$ cat src/rtl/serdes_pkg.sv
// Shared types and frame constants for the SerDes TX scheduler and its arbiter.
package serdes_pkg;

  typedef enum logic [2:0] {
    ST_IDLE,
    ST_START,
    ST_ID,
    ST_DATA,
    ST_STOP
  } tx_state_e;

  localparam logic START_BIT  = 1'b1;
  localparam logic STOP_BIT   = 1'b0;
  localparam logic IDLE_LEVEL = 1'b0;

  function automatic int calc_id_w(input int n_req);
    return (n_req > 1) ? $clog2(n_req) : 1;
  endfunction

  function automatic int calc_frame_len(input int n_req, input int data_w);
    return 2 + calc_id_w(n_req) + data_w;
  endfunction

  localparam int FRAME_LEN_DEFAULT = calc_frame_len(4, 8);

endpackage

$ cat src/rtl/serdes_rr_arbiter.sv
// Combinational round-robin pick: first valid requester at or after rr_ptr, wrapping.
module serdes_rr_arbiter
  import serdes_pkg::*;
#(
  parameter  int N_REQ = 4,
  localparam int ID_W  = calc_id_w(N_REQ)
) (
  input  logic [N_REQ-1:0] req_valid,
  input  logic [ID_W-1:0]  rr_ptr,
  output logic [N_REQ-1:0] grant,
  output logic [ID_W-1:0]  grant_idx,
  output logic             grant_any
);

  // N_REQ is a power of two, so ID_W-bit addition wraps modulo N_REQ for free.
  always_comb begin
    grant     = '0;
    grant_idx = '0;
    grant_any = 1'b0;
    for (int i = 0; i < N_REQ; i++) begin
      if (!grant_any && req_valid[ID_W'(rr_ptr + ID_W'(i))]) begin
        grant_any = 1'b1;
        grant_idx = ID_W'(rr_ptr + ID_W'(i));
      end
    end
    grant[grant_idx] = grant_any;
  end

endmodule

$ cat src/rtl/serdes_tx_scheduler.sv
// Round-robin byte scheduler that frames each accepted byte (start, ID, data, stop)
// and shifts it onto the single serial lane, one bit per enabled clock.
module serdes_tx_scheduler
  import serdes_pkg::*;
#(
  parameter  int N_REQ  = 4,
  parameter  int DATA_W = 8,
  localparam int ID_W   = calc_id_w(N_REQ)
) (
  input  logic                    clk,
  input  logic                    rst_n,
  input  logic                    ena,
  input  logic [N_REQ-1:0]        req_valid,
  input  logic [N_REQ*DATA_W-1:0] req_data,
  output logic [N_REQ-1:0]        req_ready,
  output logic                    ser_out,
  output logic                    ser_busy,
  output logic [ID_W-1:0]         cur_id,
  output logic                    frame_done
);

  // Handshake: a byte transfers in the cycle where req_valid[k] and req_ready[k]
  // are both high; the requester holds valid/data stable until then.

  localparam int SR_W  = ID_W + DATA_W;
  localparam int CNT_MAX = (DATA_W > ID_W) ? DATA_W : ID_W;
  localparam int CNT_W = $clog2(CNT_MAX + 1);

  tx_state_e         state_q, state_d;
  logic [CNT_W-1:0]  cnt_q, cnt_d;
  logic [SR_W-1:0]   sr_q, sr_d;
  logic [ID_W-1:0]   rr_ptr_q, rr_ptr_d;
  logic              ser_out_q, ser_out_d;
  logic              ser_busy_q, ser_busy_d;
  logic [ID_W-1:0]   cur_id_q, cur_id_d;
  logic              frame_done_q, frame_done_d;

  logic [N_REQ-1:0]  grant;
  logic [ID_W-1:0]   grant_idx;
  logic              grant_any;
  logic              arb_phase;
  logic [DATA_W-1:0] sel_data;

  serdes_rr_arbiter #(
    .N_REQ (N_REQ)
  ) u_arb (
    .req_valid (req_valid),
    .rr_ptr    (rr_ptr_q),
    .grant     (grant),
    .grant_idx (grant_idx),
    .grant_any (grant_any)
  );

  always_comb begin
    sel_data = '0;
    for (int k = 0; k < N_REQ; k++) begin
      if (grant_idx == ID_W'(k)) sel_data = req_data[k*DATA_W +: DATA_W];
    end
  end

  // rst_n gates the grant so no accept pulse escapes while reset is held.
  assign arb_phase  = ena && rst_n && ((state_q == ST_IDLE) || (state_q == ST_STOP));
  assign req_ready  = arb_phase ? grant : '0;
  assign ser_out    = ser_out_q;
  assign ser_busy   = ser_busy_q;
  assign cur_id     = cur_id_q;
  assign frame_done = frame_done_q & ena;

  // ser_out_q always carries the bit belonging to the state being entered.
  always_comb begin
    state_d      = state_q;
    cnt_d        = cnt_q;
    sr_d         = sr_q;
    rr_ptr_d     = rr_ptr_q;
    ser_out_d    = ser_out_q;
    ser_busy_d   = ser_busy_q;
    cur_id_d     = cur_id_q;
    frame_done_d = frame_done_q;
    if (ena) begin
      frame_done_d = 1'b0;
      case (state_q)
        ST_IDLE, ST_STOP: begin
          cnt_d = '0;
          if (arb_phase && grant_any) begin
            state_d    = ST_START;
            sr_d       = {sel_data, grant_idx};
            rr_ptr_d   = grant_idx + ID_W'(1);
            ser_out_d  = START_BIT;
            ser_busy_d = 1'b1;
            cur_id_d   = grant_idx;
          end else begin
            state_d    = ST_IDLE;
            ser_out_d  = IDLE_LEVEL;
            ser_busy_d = 1'b0;
          end
        end
        ST_START: begin
          state_d   = ST_ID;
          cnt_d     = '0;
          ser_out_d = sr_q[0];
          sr_d      = sr_q >> 1;
        end
        ST_ID: begin
          ser_out_d = sr_q[0];
          sr_d      = sr_q >> 1;
          if (cnt_q == CNT_W'(ID_W - 1)) begin
            state_d = ST_DATA;
            cnt_d   = '0;
          end else begin
            cnt_d = cnt_q + CNT_W'(1);
          end
        end
        ST_DATA: begin
          if (cnt_q == CNT_W'(DATA_W - 1)) begin
            state_d      = ST_STOP;
            cnt_d        = '0;
            ser_out_d    = STOP_BIT;
            frame_done_d = 1'b1;
          end else begin
            cnt_d     = cnt_q + CNT_W'(1);
            ser_out_d = sr_q[0];
            sr_d      = sr_q >> 1;
          end
        end
        default: begin
          state_d    = ST_IDLE;
          cnt_d      = '0;
          ser_out_d  = IDLE_LEVEL;
          ser_busy_d = 1'b0;
        end
      endcase
    end
  end

  always_ff @(posedge clk or negedge rst_n) begin
    if (!rst_n) begin
      state_q      <= ST_IDLE;
      cnt_q        <= '0;
      sr_q         <= '0;
      rr_ptr_q     <= '0;
      ser_out_q    <= IDLE_LEVEL;
      ser_busy_q   <= 1'b0;
      cur_id_q     <= '0;
      frame_done_q <= 1'b0;
    end else begin
      state_q      <= state_d;
      cnt_q        <= cnt_d;
      sr_q         <= sr_d;
      rr_ptr_q     <= rr_ptr_d;
      ser_out_q    <= ser_out_d;
      ser_busy_q   <= ser_busy_d;
      cur_id_q     <= cur_id_d;
      frame_done_q <= frame_done_d;
    end
  end

endmodule

$ cat config.mk
export PLATFORM = sky130hd
export DESIGN_NAME = serdes_tx_scheduler
export DESIGN_NICKNAME = d
export VERILOG_FILES = /design/src/rtl/serdes_pkg.sv /design/src/rtl/serdes_rr_arbiter.sv /design/src/rtl/serdes_tx_scheduler.sv
export SDC_FILE = /design/constraint.sdc
export NUM_CORES = 1
export LEC_CHECK = 0
export ABC_CLOCK_PERIOD_IN_PS = 2900
export BUFFER_PORTS_ARGS = -buffer_cell sky130_fd_sc_hd__buf_2
export CAP_MARGIN = 10
export CELL_PAD_IN_SITES_DETAIL_PLACEMENT = 2
export CELL_PAD_IN_SITES_GLOBAL_PLACEMENT = 2
export CORE_ASPECT_RATIO = 1.4
export CORE_MARGIN = 4
export CORE_UTILIZATION = 30
export DETAILED_ROUTE_END_ITERATION = 6
export PLACE_DENSITY_LB_ADDON = 0.12
export SLEW_MARGIN = 15
export SYNTH_ARGS = -nofsm -noshare
export SYNTH_HDL_FRONTEND = slang
export SYNTH_HIERARCHICAL = 1
export SYNTH_SLANG_ARGS = --single-unit
$ cat constraint.sdc
create_clock -name clk -period 2.9 [get_ports clk]
set_input_delay 0.145 -clock clk [delete_from_list [all_inputs] [get_ports clk]]
set_output_delay 0.145 -clock clk [all_outputs]
set_load 0.01 [all_outputs]
==> results of run 1 <==
[placed cells by master, fill, tap and decap left out, types with 2 or more instances in the layout]
master	instances
nor2_1	8
a21oi_1	14
buf_2	47
nor3b_1	2
clkbuf_8	3
a221oi_1	8
mux2_4	2
inv_1	26
dfrtp_1	24
nand2_1	14
nor2b_2	2
a221o_1	7
o22ai_1	2
nor3_1	2
o21ai_0	21
nand3_1	2
ha_1	5
buf_4	3
mux2_2	3
and2_1	5
o32ai_1	7
nand2b_1	3
[tightest hold or removal path, delay by kind of cell]
kind | cells | cell delay, ns
AOI/OAI and AO/OA | 2 | 0.22
buffers and inverters | 1 | 0.08
[cells by family (layout without fill, tap and decap cells)]
group / count (synthesis) / count (layout) / synth area share [%]
buf+inv: 38 / 81 / 9.71
flops: 24 / 24 / 34.8
simple gates: 48 / 48 / 16.5
compound gates: 73 / 73 / 30.4
mux: 6 / 6 / 4.28
fa+ha+maj: 6 / 6 / 4.35
[final cells by class]
type                            instances  area (um^2)  area share (%)
Multi-Input combinational cell        133          968            46.3
Sequential cell                        24          601            28.7
Timing Repair Buffer                   51          268            12.8
Inverter                               26         97.6            4.67
Tap cell                               68         85.1            4.07
Clock buffer                            3         41.3            1.97
Clock inverter                          1         30.0            1.44
[metal layers]
layer	up-vias	GRT usage (%)
li1	792	-
met1	819	19.1
met2	33	30.0
met3	5	1.85
met4	0	6.08
met5	-	0
[final timing paths]
| check | start | end | slack (ns) | depth (start not counted) |
|---|---|---|---|---|
| setup / recovery | rr_ptr_q[1] | sr_q[4] | 0.22 | 9 |
| hold / removal | req_data[31] | sr_q[9] | 0.21 | 3 |
| setup reg to reg | rr_ptr_q[1] | sr_q[4] | 0.22 | 9 |
| hold reg to reg | ser_busy | ser_busy | 0.48 | 2 |
| max in group asynchronous | rst_n | rr_ptr_q[0] | 2.18 | 3 |
| min in group asynchronous | rst_n | state_q[1] | 0.22 | 2 |
[power by group]
part	leakage, uW	total (uW)	switching (uW)	internal, uW
sequential	0.000308	603	139	464
combinational	0.000669	868	474	394
clock	0.0000357	303	118	185
[flip-flops by register name, summed over array words and instances (netlist names)]
signal        flops
rr_ptr_q          2
ser_busy          1
cnt_q             4
cur_id            2
frame_done_q      1
ser_out           1
sr_q             10
state_q           3
[timing repair]
action                     in CTS  in global routing
resized for setup               1                  2
setup endpoints to repair       4                  6
hold endpoints to repair       24                  0
hold buffers                    1                  0
[metrics by stage]
step           total power (uW)  worst slack [ns]
2_1_floorplan              1230             0.615
3_3_place_gp               1420            0.0999
3_5_place_dp               1480           -0.0528
4_1_cts                    1790            0.0724
5_1_grt                    1950            0.0326
6_report                   1770             0.222
==> summary.md, run 1 <==
| Metric | Value |
|---|---|
| Drt pass-1 iters | 4 |
| Crit path max fanout | 12 |
| Filler cells | 676 |
| Cell mode on critical path | a21oi_1 |
| Final antenna-violating net count | 0 |
| Initial Utilization | 31.0% |
| Total routed wirelength | 5470 um |
| Final setup fails | 0 |
| DP Cell Count | 301 |
| Worst Path Required | 3.04 ns |
| # Max-Cap Violations | 0 |
| H-tree levels | 1 |
| Crit-path cells | a21oi_1 > o21ai_0 > a21oi_1 > inv_1 > ha_1 > nor2b_4 > a221o_1 > a221oi_1 > o32ai_1 |
| M1 WL | 2260 um |
| Area grow syn2layout | 21.1% |
| First-pass GRT wire length | 9170 um |
| Uppermost layer routed | met4 |
| Mapped Area | 1730 um^2 |
| Hold Slack | 0.206 ns |
| Nets | 284 |
| Yosys reg bits | 24 |
| Largest net degree at the start of global routing | 26 |
| Post-layout util | 37.6% |
| Non-Filler Instances | 306 |
| Vias per cell | 5.39 |
| Slowest cell on crit path | dfrtp_1 |
| Worst-margin pin slew | 0.664 ns |
| Startpoint Class | register |
| Final Max Tran Viols | 0 |
| Period utilization | 92.3% |
| Cell taking the most area after synthesis | dfrtp_1 |
| Io pins | 48 |
| PortBufs | 47 |
| Clock sink total | 24 |
| Delay-heaviest family, CP | compound AO/OA/AOI/OAI gates |
| Mapped Cells | 195 |
| Met3 wire len | 227 um |
| Design Area, Final | 2090 um^2 |
| Die area | 7050 um^2 |
| Critical Path End Type | register |
| Sequential share of the synthesized area | 34.8% |
| Syn_nets | 240 |
| Vias in the first global route | 1824 |
| Slowest stage delay, CP | 0.53 ns |
| Peak VDD IR | 0.336 mV |
| Asr flop ratio synth | 100% |
| Arrival @ worst endpoint | 2.82 ns |
| Die X | 72.1 um |
| Core Footprint | 5570 um^2 |
| DRC violations left | 0 |
| Final GP Congestion | 0.738 |
| Clock period minus worst slack | 2.68 ns |
| Min-delay worst type | input pin to register |
| Placement row count | 32 |
| RSZ-0062 raised after global routing | no |
| Peak Freq | 0.373 GHz |
| # Post-CTS Setup Buffers | 0 |
| Critical path type | register to register |
| Antenna diodes | 0 |
| Max Root-Sink Buffers | 2 |
| Routed WL per cell | 17.9 um |
| Setup Skew | 0.00899 ns |
| Slew headroom | 55.6% |
| Most numerous cell in the Yosys netlist | inv_1 |
| Count of cell types in the netlist | 48 |
| GRT Total Usage | 16.4% |
| CTS buffer count | 3 |
| Post-synth top area share | 34.8% |
| Initial DRC count | 63 |
| Antenna violations before repair | 0 |
| Hpwl dp | 4340 um |
| Synth top area cells | dfrtp_1 35%, o21ai_0 6.1%, inv_1 5.7% |
| Layout cell share with drive strength beyond 1 | 30.7% |
| Total vias in the final route | 1649 |
| Die height | 97.8 um |
| Post-synth EDFFs | 0 |
| Synth Flop Type | dfrtp_1 |
| Top cells by count, synth | 26 x inv_1, 24 x dfrtp_1, 21 x o21ai_0, 14 x a21oi_1, 14 x nand2_1 |
| Root Buffer | clkbuf_8 |
| Outcome | completed |
| Yosys warnings | 6 |
| Synthesized area per cell | 8.85 um^2 |
| Final Hold Viols | 0 |
| P per Cell Area | 848 nW/um^2 |
| Setup TNS Final | 0 ns |
| Clock Latency Late Sink | 0.28 ns |
| Met2 WL | 2890 um |
| Grt ovf | 0 |
| Placed cell areas | 2000 um^2 |
| Clock transition at the registers of the reported paths | 0.09 ns |
| Bufs and invs on worst path | 1 |
| CTS tree | done |
| Pleak | 0.00101 uW |
Note: power is estimated with default switching activity, not from simulation.
==> run 2: changes to the inputs <==
--- a/config.mk
+++ b/config.mk
@@ -16,3 +16,5 @@
 export DETAILED_ROUTE_END_ITERATION = 6
+export MAX_ROUTING_LAYER = met4
 export PLACE_DENSITY_LB_ADDON = 0.12
+export SETUP_SLACK_MARGIN = 0.1
 export SLEW_MARGIN = 15
==> constraint.sdc (replaced) <==
create_clock -name clk -period 2.9 [get_ports clk]
set_input_delay 0.29 -clock clk [delete_from_list [all_inputs] [get_ports clk]]
set_output_delay 0.29 -clock clk [all_outputs]
set_load 0.01 [all_outputs]
==> summary.md, run 2 (synthesis results as in run 1) <==
| Metric | Value |
|---|---|
| Outcome | completed (unchanged) |
| Final setup fails | 0 (unchanged) |
| Most flop-heavy register | sr_q (unchanged) |
| CTS tree | done (unchanged) |
| Area grow syn2layout | 19.7% (was 21.1%) |
| Vias per cell | 5.38 (was 5.39) |
| Peak VDD IR | 0.364 mV (was 0.336 mV) |
| Critical path type | register to register (unchanged) |
| Die height | 97.8 um (unchanged) |
| Nets | 283 (was 284) |
| Clock sink total | 24 (unchanged) |
| Die area | 7050 um^2 (unchanged) |
| Min-delay worst type | input pin to asynchronous set/reset pin (was input pin to register) |
| Antenna diodes | 0 (unchanged) |
| Worst Path Required | 3.02 ns (was 3.04 ns) |
| Setup ws final | 0.349 ns (was 0.222 ns) |
| Period utilization | 88.0% (was 92.3%) |
| Post-layout util | 37.1% (was 37.6%) |
| Bufs and invs on worst path | 1 (unchanged) |
| Max Root-Sink Buffers | 2 (unchanged) |
| Slew headroom | 61.0% (was 55.6%) |
| Antenna violations before repair | 0 (unchanged) |
| Vias in the first global route | 1745 (was 1824) |
| Core Footprint | 5570 um^2 (unchanged) |
| Crit path max fanout | 12 (unchanged) |
| First-pass GRT wire length | 8560 um (was 9170 um) |
| Slowest stage delay, CP | 0.50 ns (was 0.53 ns) |
| Final Hold Viols | 0 (unchanged) |
| DRC violations left | 0 (unchanged) |
| Setup TNS Final | 0 ns (unchanged) |
| Non-Filler Instances | 305 (was 306) |
| P per Cell Area | 818 nW/um^2 (was 848 nW/um^2) |
| Io pins | 48 (unchanged) |
| Die X | 72.1 um (unchanged) |
| Peak Freq | 0.392 GHz (was 0.373 GHz) |
| Clock transition at the registers of the reported paths | 0.09 ns (about the same) |
| Largest regs | sr_q: 10 flops, cnt_q: 4 flops, state_q: 3 flops (unchanged) |
| Final Max Tran Viols | 0 (unchanged) |
| Hpwl dp | 4130 um (was 4340 um) |
| Commonest non-fill, non-tap cell in the layout | buf_2 (unchanged) |
| Initial DRC count | 73 (was 63) |
| Startpoint Class | register (unchanged) |
| # Max-Cap Violations | 0 (unchanged) |
| Setup Skew | 0.00152 ns (was 0.00899 ns) |
| RSZ-0062 raised after global routing | no (unchanged) |
| Final antenna-violating net count | 0 (unchanged) |
| Clock period minus worst slack | 2.55 ns (was 2.68 ns) |
| Largest net degree at the start of global routing | 26 (unchanged) |
| Final GP Congestion | 0.780 (was 0.738) |
| Drt pass-1 iters | 4 (unchanged) |
| Clock Latency Late Sink | 0.26 ns (was 0.28 ns) |
| Placement row count | 32 (unchanged) |
| Worst-margin pin slew | 0.583 ns (was 0.664 ns) |
| H-tree levels | 1 (unchanged) |
| PortBufs | 47 (unchanged) |
| Total vias in the final route | 1640 (was 1649) |
| Initial Utilization | 31.0% (unchanged) |
| DP Cell Count | 300 (was 301) |
| CTS buffer count | 3 (unchanged) |
| Routed WL per cell | 17.1 um (was 17.9 um) |
| Grt ovf | 0 (unchanged) |
| Delay-heaviest family, CP | compound AO/OA/AOI/OAI gates (unchanged) |
| Pleak | 0.000995 uW (was 0.00101 uW) |
| Arrival @ worst endpoint | 2.68 ns (was 2.82 ns) |
| Critical Path End Type | register (unchanged) |
| Slowest cell on crit path | dfrtp_2 (was dfrtp_1) |
| Flip-flop count of the largest register after layout | 10 (unchanged) |
| Crit-path cells | a21oi_1 > o21ai_0 > a21oi_2 > inv_1 > ha_1 > nor2b_2 > a221o_1 > a221oi_1 > o32ai_1 (was a21oi_1 > o21ai_0 > a21oi_1 > inv_1 > ha_1 > nor2b_4 > a221o_1 > a221oi_1 > o32ai_1) |
| Layout cell share with drive strength beyond 1 | 32.1% (was 30.7%) |
| GRT Total Usage | 15.3% (was 16.4%) |
| Root Buffer | clkbuf_8 (unchanged) |
| DP Worst Slack | -0.0396 ns (was -0.0528 ns) |
| Most frequent cells in the layout | 47 x buf_2, 26 x inv_1, 23 x dfrtp_1 (was 47 x buf_2, 26 x inv_1, 24 x dfrtp_1) |
| Total routed wirelength | 5210 um (was 5470 um) |
==> run 2: area by class of cell <==
type	instances	area, um^2
Tap cell	68	85.1
Sequential cell	24	602
Multi-Input combinational cell	133	970
Inverter	26	97.6
Clock buffer	4	55.1
Timing Repair Buffer	50	258
Fill cell	661	3500
==> run 2: timing repair <==
item / CTS / global route
pin swaps: 0 / 1
setup buffers: 0 / 1
gates resized for setup: 1 / 4
hold buffers: 0 / 0
endpoints found under the setup margin: 6 / 6
==> run 2: report_power, final <==
part	total (uW)	internal [uW]	switching [uW]
Combinational	858	393	466
Sequential	602	466	136
Clock	230	121	109
Total	1690	979	710
==> run 2: layer usage <==
layer  share of wire (%)  global-route usage (%)  wire, um  up-vias
li1                    -                       -         -      790
met1                  43                    18.6      2240      807
met2                  51                    25.8      2680       35
met3                 4.1                    2.06       213        8
met4                 1.6                    4.78        82        0
met5                   0                       -         0        -
==> run 2: through the flow <==
step                      cell area, um^2  hold WS, ns  power, uW
after global placement               1990        0.348       1410
after detailed placement             1990        0.340       1460
after global routing                 2070       0.0613       1860
after CTS                            2050       0.0447       1700
after floorplan                      1730     -0.00559       1230
final                                2070       0.0329       1690
==> run 2: worst paths after layout <==
kind,startpoint,endpoint,slack [ns],depth (start not counted)
min,rst_n,cnt_q[3],0.03,2
max,rr_ptr_q[1],sr_q[2],0.35,9
min reg2reg,ser_busy,ser_busy,0.48,2
max in group asynchronous,rst_n,rr_ptr_q[1],2.59,2
max reg2reg,rr_ptr_q[1],sr_q[2],0.35,9
min in group clk,req_data[31],sr_q[9],0.35,3
==> run 3: changes to the inputs <==
- SETUP_SLACK_MARGIN: 0.1 -> 0.4
==> summary.md, run 3 (synthesis results as in run 1) <==
| Metric | Value |
|---|---|
| Arrival @ worst endpoint | 2.51 ns (was 2.68 ns) |
| Worst Path Required | 3.03 ns (was 3.02 ns) |
| Most frequent cells in the layout | 47 x buf_2, 26 x inv_1, 23 x dfrtp_1 (unchanged) |
| DRC violations left | 0 (unchanged) |
| Startpoint Class | register (unchanged) |
| Final setup fails | 0 (unchanged) |
| Pleak | 0.00103 uW (was 0.000995 uW) |
| Drt pass-1 iters | 4 (unchanged) |
| DP Worst Slack | -0.0396 ns (unchanged) |
| # Max-Cap Violations | 0 (unchanged) |
| Final GP Congestion | 0.780 (unchanged) |
| Largest regs | sr_q: 10 flops, cnt_q: 4 flops, state_q: 3 flops (unchanged) |
| Critical Path End Type | register (unchanged) |
| Max Root-Sink Buffers | 2 (unchanged) |
| Initial DRC count | 68 (was 73) |
| Largest net degree at the start of global routing | 26 (unchanged) |
| PortBufs | 47 (unchanged) |
| Total routed wirelength | 5370 um (was 5210 um) |
| Antenna diodes | 0 (unchanged) |
| Vias per cell | 5.35 (was 5.38) |
| Root Buffer | clkbuf_8 (unchanged) |
| Setup Skew | 0.00213 ns (was 0.00152 ns) |
| Initial Utilization | 31.0% (unchanged) |
| Antenna violations before repair | 0 (unchanged) |
| Routed WL per cell | 17.4 um (was 17.1 um) |
| Peak Freq | 0.420 GHz (was 0.392 GHz) |
| Total vias in the final route | 1653 (was 1640) |
| Grt ovf | 0 (unchanged) |
| CTS tree | done (unchanged) |
| Commonest non-fill, non-tap cell in the layout | buf_2 (unchanged) |
| Die area | 7050 um^2 (unchanged) |
| Final Hold Viols | 0 (unchanged) |
| Layout cell share with drive strength beyond 1 | 35.3% (was 32.1%) |
| Clock period minus worst slack | 2.38 ns (was 2.55 ns) |
| Most flop-heavy register | sr_q (unchanged) |
| CTS buffer count | 3 (unchanged) |
| H-tree levels | 1 (unchanged) |
| Die X | 72.1 um (unchanged) |
| Clock transition at the registers of the reported paths | 0.09 ns (about the same) |
| Critical path type | register to register (unchanged) |
| GRT Total Usage | 15.4% (was 15.3%) |
| Outcome | completed (unchanged) |
| Core Footprint | 5570 um^2 (unchanged) |
| Nets | 287 (was 283) |
| Clock sink total | 24 (unchanged) |
| Vias in the first global route | 1755 (was 1745) |
| Non-Filler Instances | 309 (was 305) |
| Die height | 97.8 um (unchanged) |
| First-pass GRT wire length | 8660 um (was 8560 um) |
| Hold_buf cts | 0 (unchanged) |
| Area grow syn2layout | 24.3% (was 19.7%) |
| P per Cell Area | 833 nW/um^2 (was 818 nW/um^2) |
| Post-layout util | 38.6% (was 37.1%) |
| Hpwl dp | 4130 um (unchanged) |
| Flip-flop count of the largest register after layout | 10 (unchanged) |
| Peak VDD IR | 0.380 mV (was 0.364 mV) |
| RSZ-0062 raised after global routing | no (unchanged) |
| Final antenna-violating net count | 0 (unchanged) |
| Io pins | 48 (unchanged) |
| Min-delay worst type | input pin to asynchronous set/reset pin (unchanged) |
| DP Cell Count | 300 (unchanged) |
| Crit path max fanout | 7 (was 12) |
| Placement row count | 32 (unchanged) |
| Final Max Tran Viols | 0 (unchanged) |
| Worst-margin pin slew | 0.744 ns (was 0.583 ns) |
| Slew headroom | 50.2% (was 61.0%) |
| Period utilization | 82.2% (was 88.0%) |
| Setup ws final | 0.518 ns (was 0.349 ns) |
| Clock Latency Late Sink | 0.27 ns (was 0.26 ns) |
run 3: per-layer routing:
| layer | track usage [%] | vias up | share of wire, % |
|---|---|---|---|
| met5 | - | - | 0 |
| met4 | 4.78 | 0 | 1.5 |
| met3 | 2.06 | 8 | 4.1 |
| met2 | 26.0 | 40 | 52 |
| met1 | 18.8 | 806 | 42 |
| li1 | - | 799 | - |
run 3: critical path, stage by stage, from the launching register on:
cell,delay [ns]
dfrtp_1,0.43
nand2b_2,0.19
a21oi_1,0.11
a211oi_4,0.25
inv_1,0.12
ha_1,0.23
nor2b_4,0.16
a221o_1,0.31
a221oi_2,0.30
o32ai_1,0.14
run 3: power by group:
group          internal (uW)  total [uW]  switching [uW]
combinational            445         954             509
clock                    121         230             109
sequential               466         605             140
total                   1030        1790             757
run 3: timing repair:
action / in CTS / in global routing
gates resized for setup: 6 / 7
setup buffers: 2 / 3
endpoints found under the setup margin: 8 / 8
pin swaps: 1 / 2
run 3: metrics by stage:
step	total power (uW)	setup TNS [ns]	hold WS, ns	instance area [um^2]
after floorplan	1230	0	-0.00559	1730
after global placement	1410	0	0.348	1990
after detailed placement	1460	-0.0521	0.340	1990
after CTS	1740	0	0.0447	2080
after global routing	1950	0	0.0613	2150
final	1790	0	0.0319	2150
run 3: final timing paths:
check	start	end	slack, ns	cells past startpoint
max reg2reg	rr_ptr_q[0]	sr_q[2]	0.52	9
min reg2reg	ser_busy	ser_busy	0.48	2
max in group asynchronous	rst_n	rr_ptr_q[1]	2.59	2
max	rr_ptr_q[0]	sr_q[2]	0.52	9
min	rst_n	cnt_q[3]	0.03	2
min in group clk	req_data[31]	sr_q[9]	0.35	3
run 3: cell type report:
class | instances | area (um^2)
fillers | 653 | 3420
multi-input cells | 133 | 1020
clock buffers | 4 | 55.1
well taps | 68 | 85.1
repair buffers | 54 | 288
flip-flops and latches | 24 | 602
inverters | 26 | 97.6
